**src/rtl/irq_pending_capture_if.sv**
```systemverilog
// Bus bundle between the request-capture stage and its consumer.
// The consumer (master) drives request levels, mask and acknowledge;
// the capture stage (slave) returns the pending vector and status flags.
interface irq_pending_capture_if #(
    parameter int N     = 4,
    parameter int IDX_W = 2
);
    logic [N-1:0]     irq_in;
    logic [N-1:0]     mask;
    logic [N-1:0]     pend;
    logic             pend_valid;
    logic             ack;
    logic [IDX_W-1:0] ack_idx;
    logic             ack_err;
    logic [N-1:0]     overflow;
    logic             clr_ovf;

    modport master (
        output irq_in, mask, ack, ack_idx, clr_ovf,
        input  pend, pend_valid, ack_err, overflow
    );

    modport slave (
        input  irq_in, mask, ack, ack_idx, clr_ovf,
        output pend, pend_valid, ack_err, overflow
    );
endinterface

```
**src/rtl/irq_pending_capture.sv**
```systemverilog
// Request-capture stage feeding a priority encoder: rising edges on the raw
// request lines are latched into a pending register, exposed through a mask,
// and cleared when the consumer acknowledges the encoder's index. Edges that
// land on an already-pending line are recorded in sticky overflow flags.
module irq_pending_capture #(
    parameter int N     = 4,
    parameter int IDX_W = 2
) (
    input  logic                  clk,
    input  logic                  rst_n,
    irq_pending_capture_if.slave  bus
);

    logic [N-1:0] irq_q,  irq_d;
    logic [N-1:0] pend_q, pend_d;
    logic [N-1:0] ovf_q,  ovf_d;
    logic         ack_err_q, ack_err_d;

    logic [N-1:0] rise;
    logic [N-1:0] pend_vis;
    logic [N-1:0] ack_vec;
    logic [N-1:0] ack_ok;

    // Next-state logic: edge detect, ack qualification, pending/overflow update.
    always_comb begin
        // NOTE: every signal gets a default before any conditional write so
        // no path leaves it unassigned, which would infer a latch.
        ack_vec = '0;
        if (bus.ack) begin
            ack_vec[bus.ack_idx] = 1'b1;
        end

        rise     = bus.irq_in & ~irq_q;
        pend_vis = pend_q & ~bus.mask;
        // An ack only counts when its index is both pending and visible.
        ack_ok   = ack_vec & pend_vis;

        // A fresh edge wins over a same-edge ack: it is a new event to service.
        pend_d    = rise | (pend_q & ~ack_ok);
        // Set beats clear so an edge lost on the clearing cycle is still flagged.
        ovf_d     = (bus.clr_ovf ? '0 : ovf_q) | (rise & pend_q & ~ack_ok);
        ack_err_d = bus.ack & ~(|ack_ok);
        irq_d     = bus.irq_in;
    end

    // State registers with synchronous active-low reset.
    always_ff @(posedge clk) begin
        // NOTE: sequential state uses non-blocking assignments so all flops
        // update together from values sampled before the edge.
        if (!rst_n) begin
            // Previous sample starts high so lines already asserted at reset
            // release do not look like fresh edges.
            irq_q     <= '1;
            pend_q    <= '0;
            ovf_q     <= '0;
            ack_err_q <= 1'b0;
        end else begin
            irq_q     <= irq_d;
            pend_q    <= pend_d;
            ovf_q     <= ovf_d;
            ack_err_q <= ack_err_d;
        end
    end

    assign bus.pend       = pend_vis;
    assign bus.pend_valid = |pend_vis;
    assign bus.ack_err    = ack_err_q;
    assign bus.overflow   = ovf_q;

endmodule

```
**src/flat_wrapper.sv**
```systemverilog
// flat-port wrapper written by rule: the top's interface ports become plain ports
module irq_pending_capture_flat 
#(
    parameter int N     = 4,
    parameter int IDX_W = 2
)
  (clk, rst_n, bus_irq_in, bus_mask, bus_ack, bus_ack_idx, bus_clr_ovf, bus_pend, bus_pend_valid, bus_ack_err, bus_overflow);
  irq_pending_capture_if #(.N(N), .IDX_W(IDX_W)) bus_i ();
  input  logic clk;
  input  logic rst_n;
  input wire logic [$bits(bus_i.irq_in)-1:0] bus_irq_in;
  input wire logic [$bits(bus_i.mask)-1:0] bus_mask;
  input wire logic [$bits(bus_i.ack)-1:0] bus_ack;
  input wire logic [$bits(bus_i.ack_idx)-1:0] bus_ack_idx;
  input wire logic [$bits(bus_i.clr_ovf)-1:0] bus_clr_ovf;
  output wire logic [$bits(bus_i.pend)-1:0] bus_pend;
  output wire logic [$bits(bus_i.pend_valid)-1:0] bus_pend_valid;
  output wire logic [$bits(bus_i.ack_err)-1:0] bus_ack_err;
  output wire logic [$bits(bus_i.overflow)-1:0] bus_overflow;
  assign bus_i.irq_in = bus_irq_in;
  assign bus_i.mask = bus_mask;
  assign bus_i.ack = bus_ack;
  assign bus_i.ack_idx = bus_ack_idx;
  assign bus_i.clr_ovf = bus_clr_ovf;
  assign bus_pend = bus_i.pend;
  assign bus_pend_valid = bus_i.pend_valid;
  assign bus_ack_err = bus_i.ack_err;
  assign bus_overflow = bus_i.overflow;
  irq_pending_capture #(.N(N), .IDX_W(IDX_W)) u_core (.clk(clk), .rst_n(rst_n), .bus(bus_i));
endmodule
```
**config.mk**
```make
export PLATFORM = sky130hd
export DESIGN_NAME = irq_pending_capture_flat
export DESIGN_NICKNAME = d
export VERILOG_FILES = /design/src/rtl/irq_pending_capture_if.sv /design/src/rtl/irq_pending_capture.sv /design/src/flat_wrapper.sv
export SDC_FILE = /design/constraint.sdc
export NUM_CORES = 1
export LEC_CHECK = 0
export CORE_UTILIZATION = 38
export CTS_CLUSTER_DIAMETER = 60
export DETAILED_ROUTE_END_ITERATION = 6
export HOLD_SLACK_MARGIN = 0.03
export PLACE_DENSITY = 0.75
export SLEW_MARGIN = 20
export SYNTH_ARGS = -nofsm -noshare
export SYNTH_HDL_FRONTEND = slang
export SYNTH_SLANG_ARGS = --single-unit
export TNS_END_PERCENT = 30
```
**constraint.sdc**
```tcl
create_clock -name clk -period 1.15 [get_ports clk]
set_input_delay 0.23 -clock clk [delete_from_list [all_inputs] [get_ports clk]]
set_output_delay 0.23 -clock clk [all_outputs]
set_load 0.1 [all_outputs]
```
==> metrics.cfg <==
[global_routing]
grt_max_degree=9
antenna_found_initial=0
grt.overflow.total=0
grt_pass1_vias=591
grt_use_total_pct=24.58
grt_pass1_wl_um=2463

[worst_setup_path]
arrival_ns=1.45
path_max_fanout=2
cp.required_ns=0.92
cp-end-kind=output pin
worstSetupPathType=reg2out
reg2reg_slack_ns=0.02
crit_path_start_kind=register

[placed_design]
io_buffer_count=23
dp_slack_ns=-0.6408
gp_congestion=0.7152
hpwl_um=1103

[drt]
wl_per_cell_um=13.27
vias_per_cell=5.029
ant_nets=0
drtIter0Drc=3
firstDrtPassIters=4
num_vias=528
drc=0
drt_wl_total_um=1393

[layout]
drive_above_1_share_pct=47.25
num_antenna_cells=0
nNetsFinal=106
final_util_pct=88.50
fill_cells=60
syn_to_final_growth_pct=101.7

[timing]
fin_crit_ns=1.684
fmax_mhz=593.9
finalCritPeriodShare_pct=146.4
tns_ns=-1.044
slew_violations=0
rsz0062_at_grt=yes
fin_ws_ns=-0.5339
slew_headroom_pct=79.53
setup_violations=5
hold_viol_final=0
worstMarginPinSlew_ns=0.3044
skew_ns=0.002869

[yosys]
ys_types=20
synth.top_cell.area_share_pct=50.00
synthCells=51
synth-warning-count=0
synth_common_cells=dfxtp_1 (13), nor2b_1 (7), nand2b_1 (6)
synth-seq-cells=13
yosysTopAreaCell=dfxtp_1
netlist_area_um2=520.5
synth_area_leaders=dfxtp_1 (50%), nor2b_1 (8.4%), nand2b_1 (7.2%)
synth.most_common_cell=dfxtp_1
yosys_most_used_dff=dfxtp_1
synth_edf_count=0
synth_nets=65
seq_area_frac_synth_pct=50.00
synthArstFlopShare_pct=0
avgSynthCellArea_um2=10.21

[floorplanning]
initial_utilization_pct=43.88
fp.dieH_um=39.01
io_pins=24
core_mm2=0.001186
die-area_mm2=0.001522
die_x_um=39.01
rows=12

[outcome]
violations=setup timing
status=finished, violations left

[power]
peakVddDrop_uv=739.4
leakagePower_nw=0.4610
power.density_mw_per_mm2=1009

[clock_network]
hold_buffers=0
tritoncts=done
cts_buffer_depth=2
h-tree-depth=1
cts.sinks=13
cts_buffers=3
clockRootBuffer=clkbuf_4
path_clk_slew_ns=0.08
clk_latency_ns=0.27

[run]
maxCapViolCount=0

[hold_path]
hold_class=in2reg

metrics by stage:
stage / cell area, µm² / hold slack [ns] / total power (W) / cells
after floorplan: 558.0 / 0.3315 / 0.0006341 / 51
after global placement: 991.0 / 0.5011 / 0.0007802 / 99
after detailed placement: 991.0 / 0.4987 / 0.0007851 / 99
after CTS: 1046 / 0.3870 / 0.001058 / 105
after global routing: 1050 / 0.4099 / 0.001105 / 105
final: 1050 / 0.4119 / 0.001060 / 105
path summary, 6_finish.rpt:
path	start	end	cells after the start
hold / removal	bus_ack_idx[0]	u_core.bus.ack_err$_SDFF_PN0_	2
setup reg to reg	u_core.pend_q[0]$_SDFF_PN0_	u_core.bus.ack_err$_SDFF_PN0_	4
hold reg to reg	u_core.irq_q[2]$_SDFF_PN1_	u_core.pend_q[2]$_SDFF_PN0_	2
setup / recovery	u_core.pend_q[0]$_SDFF_PN0_	bus_pend_valid	3
where the power goes:
group | internal [W] | switching [W] | total (W)
logic | 0.000141 | 0.000156 | 0.000297
registers | 0.000470 | 0.00000875 | 0.000479
clock network | 0.000129 | 0.000155 | 0.000284
state kept, by name (all words and copies together) (netlist names):
name,cells
u_core.bus.ack_err,1
u_core.bus.overflow,4
u_core.irq_q,4
u_core.pend_q,4
metal layers:
metal	share of wire, %	GRT usage, %	vias up
met4	0.79	13.79	0
met3	5.2	4.046	2
li1	-	-	268
met1	43	25.62	239
met2	51	45.42	19
met5	0	0	-
cell type report:
class | count | area [µm²] | area share, %
clock buffer | 3 | 22.52 | 2.145
clock inverter | 1 | 5.005 | 0.4768
inverter | 2 | 7.507 | 0.7151
multi-input combinational | 35 | 287.8 | 27.41
sequential | 13 | 265.3 | 25.27
tap | 14 | 17.52 | 1.669
timing repair buffer | 37 | 444.2 | 42.31
cell families after synthesis:
kind of cell / after synthesis / synth area share (%)
flip-flops: 13 / 50.00
AND/OR/NAND/NOR: 20 / 23.80
buffers and inverters: 3 / 2.402
AO/OA/AOI/OAI: 15 / 23.80
worst max-delay path: stages (launching register included):
cell and delay [ns]:
dfxtp_2 0.33, nor2b_4 0.12, or4_4 0.54, buf_12 0.18
cells in the final DEF (no fill, tap or decap):
cell type	synthesis	final
o31ai_1	2	2
a311oi_1	1	1
clkbuf_4	0	3
buf_12	0	10
a21o_1	2	2
dfxtp_1	13	9
inv_2	1	1
a21oi_2	0	1
nand3b_1	2	2
nand2_1	2	2
dlygate4sd2_1	0	8
o311a_2	1	1
a21o_2	1	1
clkinv_2	0	1
buf_6	0	5
a22o_1	3	3
nand2b_1	6	6
or3b_4	0	1
clkdlybuf4s50_1	0	5
a21oi_1	2	1
nor2_1	1	1
nor2b_1	7	3
dfxtp_2	0	4
or4_4	0	1
buf_4	0	9
a31o_2	1	1
o311a_1	2	2
nor2b_4	0	4
inv_1	1	1
repair_timing:
action	CTS	global route
setup endpoints to repair	14	5
setup buffers	2	0
pin swaps	2	1
resized for setup	15	1
(Power assumes the default switching activity.)
